==> config.mk <==
export PLATFORM = sky130hd
export DESIGN_NAME = alu_issue_unit
export DESIGN_NICKNAME = d
export VERILOG_FILES = /design/src/rtl/alu_issue_unit.sv
export SDC_FILE = /design/constraint.sdc
export NUM_CORES = 1
export LEC_CHECK = 0
export CORE_ASPECT_RATIO = 1.5
export CORE_MARGIN = 2
export CORE_UTILIZATION = 50
export CTS_BUF_LIST = sky130_fd_sc_hd__clkbuf_4 sky130_fd_sc_hd__clkbuf_8
export DETAILED_ROUTE_END_ITERATION = 12
export PLACE_DENSITY = 0.95
export SLEW_MARGIN = 25
export SYNTH_ARGS = -nofsm -noshare
export SYNTH_HDL_FRONTEND = slang
export SYNTH_SLANG_ARGS = --single-unit
==> constraint.sdc <==
create_clock -name clk -period 3.6 [get_ports clk]
set_input_delay 0.36 -clock clk [delete_from_list [all_inputs] [get_ports clk]]
set_output_delay 0.36 -clock clk [all_outputs]
set_load 0.005 [all_outputs]
==> src/rtl/alu_issue_unit.sv <==
`default_nettype none
// ============================================================================
// Module      : alu_issue_unit
// Description : Issues one operation at a time to a registered ALU, captures
//               the result, derives flags and a branch decision, and returns
//               them over a valid/ready response handshake.
// Revision    : 1.0 - initial release
// ============================================================================
module alu_issue_unit #(
    parameter int WORD_SIZE   = 16,
    parameter int ALU_LATENCY = 1
) (
    input  logic                 clk,
    input  logic                 rst_n,
    input  logic                 req_valid,
    output logic                 req_ready,
    input  logic [2:0]           req_op,
    input  logic [WORD_SIZE-1:0] req_a,
    input  logic [WORD_SIZE-1:0] req_b,
    input  logic [2:0]           req_cond,
    output logic [2:0]           alu_op,
    output logic [WORD_SIZE-1:0] alu_in1,
    output logic [WORD_SIZE-1:0] alu_in2,
    output logic                 alu_enable,
    input  logic [WORD_SIZE-1:0] alu_out,
    output logic                 rsp_valid,
    input  logic                 rsp_ready,
    output logic [WORD_SIZE-1:0] rsp_result,
    output logic                 rsp_zero,
    output logic                 rsp_sign,
    output logic                 rsp_carry,
    output logic                 rsp_ovf,
    output logic                 rsp_take
);

    localparam logic [1:0] c_S_IDLE  = 2'd0;
    localparam logic [1:0] c_S_ISSUE = 2'd1;
    localparam logic [1:0] c_S_WAIT  = 2'd2;
    localparam logic [1:0] c_S_RESP  = 2'd3;

    localparam logic [2:0] c_OP_ADD   = 3'd0;
    localparam logic [2:0] c_OP_SUB   = 3'd1;
    localparam logic [2:0] c_OP_SHIFT = 3'd7;

    localparam logic [2:0] c_CC_ALWAYS = 3'd0;
    localparam logic [2:0] c_CC_EQ     = 3'd1;
    localparam logic [2:0] c_CC_NE     = 3'd2;
    localparam logic [2:0] c_CC_LT     = 3'd3;
    localparam logic [2:0] c_CC_GE     = 3'd4;
    localparam logic [2:0] c_CC_CS     = 3'd5;
    localparam logic [2:0] c_CC_CC     = 3'd6;

    localparam int             c_CNT_W    = 2;
    localparam logic [c_CNT_W-1:0] c_CNT_LOAD = c_CNT_W'(ALU_LATENCY - 1);

    logic [1:0]           r_state;
    logic [1:0]           w_next_state;
    logic                 r_req_ready;
    logic [2:0]           r_alu_op;
    logic [WORD_SIZE-1:0] r_alu_in1;
    logic [WORD_SIZE-1:0] r_alu_in2;
    logic [2:0]           r_cond;
    logic [c_CNT_W-1:0]   r_cnt;
    logic [WORD_SIZE-1:0] r_rsp_result;
    logic                 r_zero, r_sign, r_carry, r_ovf, r_take;

    logic w_req_fire;
    logic w_capture;
    logic w_a_msb, w_b_msb, w_r_msb;
    logic w_zero, w_sign, w_carry, w_ovf, w_take;
    logic w_shift_carry;

    assign w_req_fire = req_valid & r_req_ready;
    assign w_capture  = (r_state == c_S_WAIT) && (r_cnt == '0);

    // State register
    always_ff @(posedge clk or negedge rst_n) begin
        if (!rst_n) begin
            r_state <= c_S_IDLE;
        end else begin
            r_state <= w_next_state;
        end
    end

    always_comb begin
        w_next_state = r_state;
        case (r_state)
            c_S_IDLE:  if (w_req_fire) w_next_state = c_S_ISSUE;
            c_S_ISSUE: w_next_state = c_S_WAIT;
            c_S_WAIT:  if (r_cnt == '0) w_next_state = c_S_RESP;
            c_S_RESP:  if (rsp_ready) w_next_state = c_S_IDLE;
            default:   w_next_state = c_S_IDLE;
        endcase
    end

    assign w_a_msb = r_alu_in1[WORD_SIZE-1];
    assign w_b_msb = r_alu_in2[WORD_SIZE-1];
    assign w_r_msb = alu_out[WORD_SIZE-1];
    assign w_zero  = (alu_out == '0);
    assign w_sign  = w_r_msb;

    // Carry out of a left shift is the last bit to leave the word
    always_comb begin
        w_shift_carry = 1'b0;
        for (int i = 1; i <= WORD_SIZE; i++) begin
            if (r_alu_in2 == WORD_SIZE'(i)) begin
                w_shift_carry = r_alu_in1[WORD_SIZE-i];
            end
        end
    end

    always_comb begin
        w_carry = 1'b0;
        w_ovf   = 1'b0;
        case (r_alu_op)
            c_OP_ADD: begin
                w_carry = (w_a_msb & w_b_msb) | ((w_a_msb | w_b_msb) & ~w_r_msb);
                w_ovf   = (w_a_msb == w_b_msb) & (w_r_msb != w_a_msb);
            end
            c_OP_SUB: begin
                w_carry = (r_alu_in1 < r_alu_in2);
                w_ovf   = (w_a_msb != w_b_msb) & (w_r_msb != w_a_msb);
            end
            c_OP_SHIFT: w_carry = w_shift_carry;
            default: ;
        endcase
    end

    always_comb begin
        w_take = 1'b0;
        case (r_cond)
            c_CC_ALWAYS: w_take = 1'b1;
            c_CC_EQ:     w_take = w_zero;
            c_CC_NE:     w_take = ~w_zero;
            c_CC_LT:     w_take = w_sign ^ w_ovf;
            c_CC_GE:     w_take = ~(w_sign ^ w_ovf);
            c_CC_CS:     w_take = w_carry;
            c_CC_CC:     w_take = ~w_carry;
            default:     w_take = 1'b0;
        endcase
    end

    // Operand latch, latency counter and response capture
    always_ff @(posedge clk or negedge rst_n) begin
        if (!rst_n) begin
            r_req_ready  <= 1'b0;
            r_alu_op     <= '0;
            r_alu_in1    <= '0;
            r_alu_in2    <= '0;
            r_cond       <= '0;
            r_cnt        <= '0;
            r_rsp_result <= '0;
            r_zero       <= 1'b0;
            r_sign       <= 1'b0;
            r_carry      <= 1'b0;
            r_ovf        <= 1'b0;
            r_take       <= 1'b0;
        end else begin
            r_req_ready <= (w_next_state == c_S_IDLE);
            if (w_req_fire) begin
                r_alu_op  <= req_op;
                r_alu_in1 <= req_a;
                r_alu_in2 <= req_b;
                r_cond    <= req_cond;
            end
            if (r_state == c_S_ISSUE) begin
                r_cnt <= c_CNT_LOAD;
            end else if ((r_state == c_S_WAIT) && (r_cnt != '0)) begin
                r_cnt <= r_cnt - 1'b1;
            end
            if (w_capture) begin
                r_rsp_result <= alu_out;
                r_zero       <= w_zero;
                r_sign       <= w_sign;
                r_carry      <= w_carry;
                r_ovf        <= w_ovf;
                r_take       <= w_take;
            end
        end
    end

    assign req_ready  = r_req_ready;
    assign alu_op     = r_alu_op;
    assign alu_in1    = r_alu_in1;
    assign alu_in2    = r_alu_in2;
    assign alu_enable = (r_state == c_S_ISSUE);
    assign rsp_valid  = (r_state == c_S_RESP);
    assign rsp_result = r_rsp_result;
    assign rsp_zero   = r_zero;
    assign rsp_sign   = r_sign;
    assign rsp_carry  = r_carry;
    assign rsp_ovf    = r_ovf;
    assign rsp_take   = r_take;

endmodule
`default_nettype wire

# --- Word level (Yosys, flattened, before mapping) ---
# Index checks and enable logic that the tools add are counted.
op_classes:
  n_bitwise: 12
  n_lt_le_gt_ge: 1
  eq_ne: 30
  n_reduce_logical: 10
  muxes: 25
  add_sub_neg: 1
ops:
  columns: ["operator", "n"]
  rows:
  - ["$eq 16x4->1 const B", 8]
  - ["$eq 16x3->1 const B", 4]
  - ["$eq 16x2->1 const B", 2]
  - ["$eq 16x1->1 const B", 1]
  - ["$eq 16x5->1 const B", 1]
  - ["$logic_not 16->1", 1]
  - ["$lt 16x16->1", 1]
  - ["$mux 1", 16]
  - ["$eq 3x3->1 const B", 4]
  - ["$mux 2", 5]
  - ["$pmux 2 s4", 1]
  - ["$pmux 1 s7", 1]
  - ["$eq 3x1->1 const B", 2]
  - ["$eq 3x2->1 const B", 2]
  - ["$logic_not 2->1", 3]
  - ["$logic_not 3->1", 2]
  - ["$and 1x1->1", 5]
  - ["$eq 2x2->1 const B", 2]
  - ["$not 1->1", 4]
  - ["$reduce_bool 2->1", 2]
  - ["$pmux 1 s3", 1]
  - ["$eq 2x1->1 const B", 1]
  - ["$logic_and 1x1->1", 2]
  - ["$ne 1x1->1", 2]
  - ["other kinds (5)", 6]
totals:
  inputBits: 58
  elab_cells: 92
  output_inout_bits: 59
  register_bits: 64

# --- Depth between registers and ports, before layout ---
# Gate-level depths: netlist (run 1).
depth:
  word_depth: 20
  depth_mapped: 10
  depth_no_buf: 9

# --- Worst setup path before layout (run 1) ---
# OpenSTA, ideal clock, no wires.
synth_path:
  path_kind: "register -> register"
  startpoint: "register r_alu_in1[15] (netlist: alu_in1[15])"
  endpoint: "register r_take (netlist: rsp_take)"
  setup_time_ns: 0.066
  arrival_time_ns: 2.075
  path_stages_with_launch: 10
  n_path_buf: 0
  t_required_ns: 3.534
  path_slack_ns: 1.459
  period_less_slack_ns: 2.141
  path_cell_list: "dfrtp_1 -> inv_1 -> ha_1 -> xor2_1 -> or3_1 -> mux2i_1 -> nor3b_1 -> o21a_1 -> o31ai_1 -> o311a_1"
synth_via:
  elab_chain_cells: 19
  elab_cells_between_ends: 32
  classes_between: "1 x order compare; 3 x eq/ne; 19 x mux; 9 x bitwise"
synth_lines:
  columns: ["element", "line_no", "source"]
  rows:
  - ["start, declared", "60", "logic [WORD_SIZE-1:0] r_alu_in1;"]
  - ["start signal, assigned", "162", "r_alu_in1 <= req_a;"]
  - ["$mux 1 (16 in series)", "106", "if (r_alu_in2 == WORD_SIZE'(i)) begin"]
  - ["$pmux 1 s3", "115", "case (r_alu_op)"]
  - ["$not 1->1", "138", "c_CC_CC: w_take = ~w_carry;"]
  - ["$pmux 1 s7 (*)", "131", "case (r_cond)"]
  - ["end signal, assigned", "177", "r_take <= w_take;"]
  - ["end, declared", "65", "logic r_zero, r_sign, r_carry, r_ovf, r_take;"]
# Mark *: on every way between the ends. The rest lies on a longest branch, timed or not.
# A chain may end at the register's enable or synchronous reset.

# --- Final worst setup path (run 1) ---
# Ends and elaborated chain as after synthesis.

==> results of run 1 <==
worst paths after layout:
check / end / slack [ns] / cells after the start
min in group clk: rsp_carry / 0.47 / 2
hold reg to reg: rsp_carry / 0.47 / 2
max in group asynchronous: rsp_result[6] / 2.69 / 2
setup / recovery: rsp_take / 1.21 / 9
setup reg to reg: rsp_take / 1.21 / 9
hold / removal: r_cnt[1] / 0.03 / 1
power by group through the flow:
stage,Clock [W],Sequential (W),Combinational [W]
CTS,0.000783,0.00145,0.00203
global route,0.000808,0.00151,0.00222
finish,0.000772,0.00145,0.00200
detailed placement,0,0.00145,0.00200
floorplan,0,0.00135,0.00107
global placement,0,0.00143,0.00191
cell usage after synthesis, types with 2 or more instances:
library cell / n / area [sq um]
inv_1: 21 / 78.8
o311ai_0: 2 / 17.5
nor3_1: 2 / 10.0
o31ai_1: 3 / 22.5
clkbuf_1: 9 / 33.8
nor4b_1: 2 / 17.5
ha_1: 18 / 225
a21oi_1: 9 / 45.0
nand3_1: 2 / 10.0
dfrtp_1: 63 / 1580
nor2b_1: 2 / 12.5
mux2_2: 39 / 439
nand2_1: 61 / 229
a22o_1: 2 / 17.5
o211ai_1: 2 / 15.0
o21ai_0: 9 / 45.0
a21o_1: 2 / 15.0
nor4_1: 9 / 56.3
nor3b_1: 2 / 15.0
nand4_1: 3 / 18.8
mux4_2: 2 / 45.0
nor2_1: 10 / 37.5
registers in the layout (all words and copies together), names as in the netlist:
| signal | flops |
|---|---|
| r_state | 2 |
| alu_op | 3 |
| rsp_zero | 1 |
| alu_in1 | 16 |
| alu_in2 | 16 |
| req_ready | 1 |
| rsp_carry | 1 |
| rsp_ovf | 1 |
| r_cond | 3 |
| rsp_take | 1 |
| rsp_result | 16 |
| r_cnt | 2 |
stage by stage:
step           util (%)  setup slack [ns]  hold WS [ns]
3_5_place_dp       71.7              1.05         0.414
4_1_cts            75.8              1.21        0.0338
3_3_place_gp       71.7              1.17         0.408
2_1_floorplan         -              1.46        0.0644
5_1_grt            75.8              1.02        0.0784
6_report           75.8              1.21        0.0281
cell usage in the layout (no fill, tap or decap), types with 3 or more instances in the layout:
cell,count
nor2_1,10
buf_4,3
inv_1,21
bufinv_16,3
a21oi_1,9
o31ai_1,3
clkdlybuf4s50_1,115
dfrtp_1,63
nor4_1,9
clkbuf_4,3
nand4_1,3
o21ai_0,9
ha_1,18
nand2_1,61
clkbuf_8,10
mux2_2,39
cell type report:
class                      instances  area [sq um]  area share [%]
tap                               74          92.6            1.99
timing repair buffer             119          1180            25.4
inverter                          21          78.8            1.70
sequential                        63          1580            33.9
clock buffer                      13           160            3.45
clock inverter                     3          90.1            1.94
multi-input combinational        202          1470            31.6
critical path, cell delays in order (launching register included):
cell and delay, ns:
dfrtp_1 0.49, inv_1 0.08, ha_1 0.34, xor2_1 0.15, or3_1 0.36, mux2i_1 0.25
nor3b_1 0.09, o21a_1 0.18, o31ai_1 0.20, o311a_1 0.19
logic make-up after synthesis:
family | count (synthesis) | synth area share, %
AND/OR/NAND/NOR | 102 | 15.0
flip-flops | 63 | 49.6
multiplexers | 42 | 15.5
AO/OA/AOI/OAI | 38 | 8.03
buffers and inverters | 33 | 4.25
adder cells (fa/ha/maj) | 18 | 7.08
XOR/XNOR | 2 | 0.551
layer usage:
| metal | GRT usage, % | vias to the layer above | wire length, microns | share of wire [%] |
|---|---|---|---|---|
| li1 | - | 1272 | - | - |
| met1 | 24.2 | 1317 | 2910 | 35 |
| met2 | 47.3 | 98 | 4700 | 57 |
| met3 | 4.88 | 20 | 425 | 5.2 |
| met4 | 14.5 | 0 | 207 | 2.5 |
| met5 | 0 | - | 0 | 0 |
==> metrics.cfg, run 1 <==
[synthesis]
ys.flop_type = dfrtp_1
synth.cell_area_sq_mm = 0.00318
synth_nets = 374
synth_edf_count = 0
synth_cell_types = 46
syn_avg_cell_area_sq_um = 10.7
synthCells = 298
async_flop_share_pct = 100
ys_ff_latch = 63
ys_warn_count = 0
ys_seq_area_share_pct = 49.6

[critical_path]
cp_max_fo = 8
crit_path_end_kind = register
r2r-start = alu_in1[15]
critical_path_class = reg2reg
cp-start-kind = register
critPathArrivalTime_ns = 2.68
critPathLaunch = alu_in1[15]
crit_required_ns = 3.89

[placement]
placed_area_sq_mm = 0.00439
portBuffers = 116
place_congestion = 0.807
dp_hpwl_microns = 6190
placed_cells = 479

[grt]
antenna_found_initial = 0
grt_pass1_wl_microns = 13500
grt_max_degree = 35
overflow = 0
grt_use_total_pct = 24.6
grt_pass1_vias = 2895

[die]
boundaryPins = 117
die_area_sq_mm = 0.00703
die_w_microns = 69.1
start_util_pct = 51.9
std_cell_rows = 35
core_sq_mm = 0.00613
die_y_microns = 102

[clock_tree]
hold_buffers = 0
clkSlewWorstSetupHoldPaths_ns = 0.07
cts_buffers = 9
cts_setup_buffers = 0
cts_resized = 0
clock_path_buffers = 2
cts-root-buf = clkbuf_8
cts_num_sinks = 63
tritoncts = done
h-tree-depth = 3
clk-insertion-delay-late_ns = 0.35

[power]
ir_drop_v = 0.000596
p_comb_share_pct = 47.4
seq_power_share_pct = 34.3
power_frac_clock_pct = 18.3
finalPower_w = 0.00422
power_switching_w = 0.00148
power_density_mw_per_mm2 = 909
netSwitchingFraction_pct = 34.9
p_leak_nw = 2.09
p_int_w = 0.00275

[routing]
drt_first_pass_iters = 4
dr_total_vias = 2707
wl_microns = 8240
vias_per_cell = 5.47
drc = 0
first_iter_violations = 123
wl_per_cell_microns = 16.7
drtAntennaViolNets = 0

[timing]
min_period_ns = 2.39
rsz0062_at_grt = false
finalSetupViolations = 0
slew_viol_final = 0
hold_viol = 0
fin_skew_ns = 0.00669
tightest_slew_ns = 0.784
period_share_pct = 66.4
fmax_ghz = 0.419
setup_tns_ns = 0
slew_headroom_pct = 47.7

[cells_and_area]
final_nets = 492
postLayoutCellArea_sq_mm = 0.00464
area_delta_synth_final_pct = 46.1
num-fill-cells = 443
fin_cells = 495
n_antenna_cell = 0
drive_above_1_share_pct = 15.0

[flow_run]
max_cap_violations = 0

[status]
status = finished clean

[hold_path]
hp-class = in2async

(Power assumes the default switching activity.)
==> run 2: changes to the inputs <==
--- a/config.mk
+++ b/config.mk
@@ -7,10 +7,10 @@
 export LEC_CHECK = 0
 export CORE_ASPECT_RATIO = 1.5
 export CORE_MARGIN = 2
-export CORE_UTILIZATION = 50
+export CORE_UTILIZATION = 42
 export CTS_BUF_LIST = sky130_fd_sc_hd__clkbuf_4 sky130_fd_sc_hd__clkbuf_8
 export DETAILED_ROUTE_END_ITERATION = 12
-export PLACE_DENSITY = 0.95
+export PLACE_DENSITY = 0.91
 export SLEW_MARGIN = 25
 export SYNTH_ARGS = -nofsm -noshare
 export SYNTH_HDL_FRONTEND = slang
==> constraint.sdc (replaced) <==
create_clock -name clk -period 2.1 [get_ports clk]
set_input_delay 0.21 -clock clk [delete_from_list [all_inputs] [get_ports clk]]
set_output_delay 0.21 -clock clk [all_outputs]
set_load 0.005 [all_outputs]
==> metrics.cfg, run 2 (synthesized netlist as in run 1, its figures left out) <==
[cells_and_area]
area_delta_synth_final_pct = 54.3
layout_common_cells = 115 x clkdlybuf4s50_1, 61 x nand2_1, 61 x dfrtp_1
drive_above_1_share_pct = 22.5
n_antenna_cell = 0
final_nets = 516
fin_cells = 545
final_common_cell = clkdlybuf4s50_1

[power]
power_density_mw_per_mm2 = 1530
p_leak_nw = 2.19
finalPower_w = 0.00752
netSwitchingFraction_pct = 35.7
power_frac_clock_pct = 14.0
ir_drop_v = 0.000864
p_comb_share_pct = 54.5
seq_power_share_pct = 31.5
power_switching_w = 0.00268
p_int_w = 0.00483

[placement]
place_ws_ns = -0.356
portBuffers = 116
place_congestion = 0.819
dp_hpwl_microns = 6710
placed_cells = 527

[timing]
min_period_ns = 2.14
slew_viol_final = 0
worst_slack_ns = -0.0396
fin_skew_ns = 0.00817
hold_viol = 0
rsz0062_at_grt = true
slew_headroom_pct = 52.8
setup_tns_ns = -0.0396
period_share_pct = 102
finalSetupViolations = 1
tightest_slew_ns = 0.709
fmax_ghz = 0.467

[status]
status = finished with violations
violations = setup timing

[critical_path]
critical_path_class = reg2reg
crit_required_ns = 2.32
crit_path_end_kind = register
reg2reg_depth = 9
cp_max_fo = 3
critPathLaunch = alu_in1[15]
cp-endpoint = rsp_take
r2r-start = alu_in1[15]
ff2ff_setup_slack_ns = -0.04
r2r_end = rsp_take
cp-start-kind = register
critPathArrivalTime_ns = 2.36

[die]
die_w_microns = 75.0
std_cell_rows = 38
start_util_pct = 43.7
core_sq_mm = 0.00727
die_y_microns = 111
boundaryPins = 117
die_area_sq_mm = 0.00830

[clock_tree]
clk-insertion-delay-late_ns = 0.33
h-tree-depth = 3
cts-root-buf = clkbuf_8
cts_buffers = 9
cts_num_sinks = 63
clkSlewWorstSetupHoldPaths_ns = 0.07
tritoncts = done
clock_path_buffers = 2

[routing]
drtAntennaViolNets = 0
wl_microns = 8650
vias_per_cell = 5.14
dr_total_vias = 2799
wl_per_cell_microns = 15.9
drc = 0
first_iter_violations = 105
drt_first_pass_iters = 4

[grt]
grt_pass1_vias = 2999
grt_use_total_pct = 21.7
grt_max_degree = 34
grt_pass1_wl_microns = 13800
overflow = 0
antenna_found_initial = 0

[hold_path]
hp-class = in2reg

[flow_run]
max_cap_violations = 0

-- run 2: changes by cell type in the layout (fill, tap and decap cells not counted), sizes merged --
cell         previous run  this run
buf                     4        27
clkinv                  0         3
bufinv                  3         1
clkbuf                 13        12
dlygate4sd3             0         1
-- run 2: cell type report --
class,instances,area [sq um]
Fill cell,548,2370
Sequential cell,63,1580
Multi-Input combinational cell,202,1550
Timing Repair Buffer,143,1370
Clock buffer,12,153
Tap cell,100,125
Inverter,21,78.8
Clock inverter,4,45.0
-- run 2: per-layer routing --
| layer | track usage [%] | part of all wire, % | vias to the layer above |
|---|---|---|---|
| met5 | 0 | 0 | - |
| met4 | 8.10 | 1.8 | 0 |
| met3 | 4.47 | 4.4 | 13 |
| met2 | 40.1 | 57 | 96 |
| met1 | 22.9 | 36 | 1365 |
| li1 | - | - | 1325 |
-- run 2: worst min path at each step --
| stage | slack, ns | from | to | cells past startpoint |
|---|---|---|---|---|
| after detailed placement | 0.29 | rst_n | r_cnt[1] | 1 |
| final | 0.44 | alu_out[7] | rsp_result[7] | 3 |
| after CTS | 0.42 | alu_out[7] | rsp_result[7] | 3 |
| after global routing | 0.45 | alu_out[3] | rsp_result[3] | 3 |
| after global placement | 0.28 | rst_n | r_cnt[1] | 1 |
| after floorplan | -0.09 | rst_n | alu_in1[0] | 0 |
-- run 2: worst max-delay path, cell delays in order, from the launching register on --
cell and delay (ns):
dfrtp_2 0.41, inv_2 0.07, ha_4 0.20, xor2_1 0.14, or3_4 0.36, mux2i_4 0.21, nand3b_1 0.18, a32oi_2 0.24
o31ai_2 0.09, o311a_1 0.13
-- run 2: power groups by stage --
stage          clock network (W)  registers, W  logic [W]
3_3_place_gp                   0       0.00232    0.00372
3_5_place_dp                   0       0.00236    0.00389
6_report                 0.00105       0.00237    0.00410
2_1_floorplan                  0       0.00232    0.00183
4_1_cts                  0.00107       0.00234    0.00401
5_1_grt                  0.00114       0.00244    0.00453
-- run 2: what timing repair did --
action                                  4_1_cts  5_1_grt
endpoints found under the setup margin        1        2
cloned                                        0        0
resized for setup                             4       13
hold endpoints to repair                     30        0
buffers inserted                              0        1
pin swaps                                     2        3
hold buffers                                  1        0
-- run 2: through the flow --
step / hold WS, ns / utilization [%] / cell area [sq um]
after floorplan: -0.0856 / - / 3180
after global placement: 0.280 / 63.3 / 4610
after detailed placement: 0.292 / 63.3 / 4610
after CTS: 0.421 / 66.6 / 4840
after global routing: 0.446 / 67.4 / 4910
final: 0.436 / 67.4 / 4910
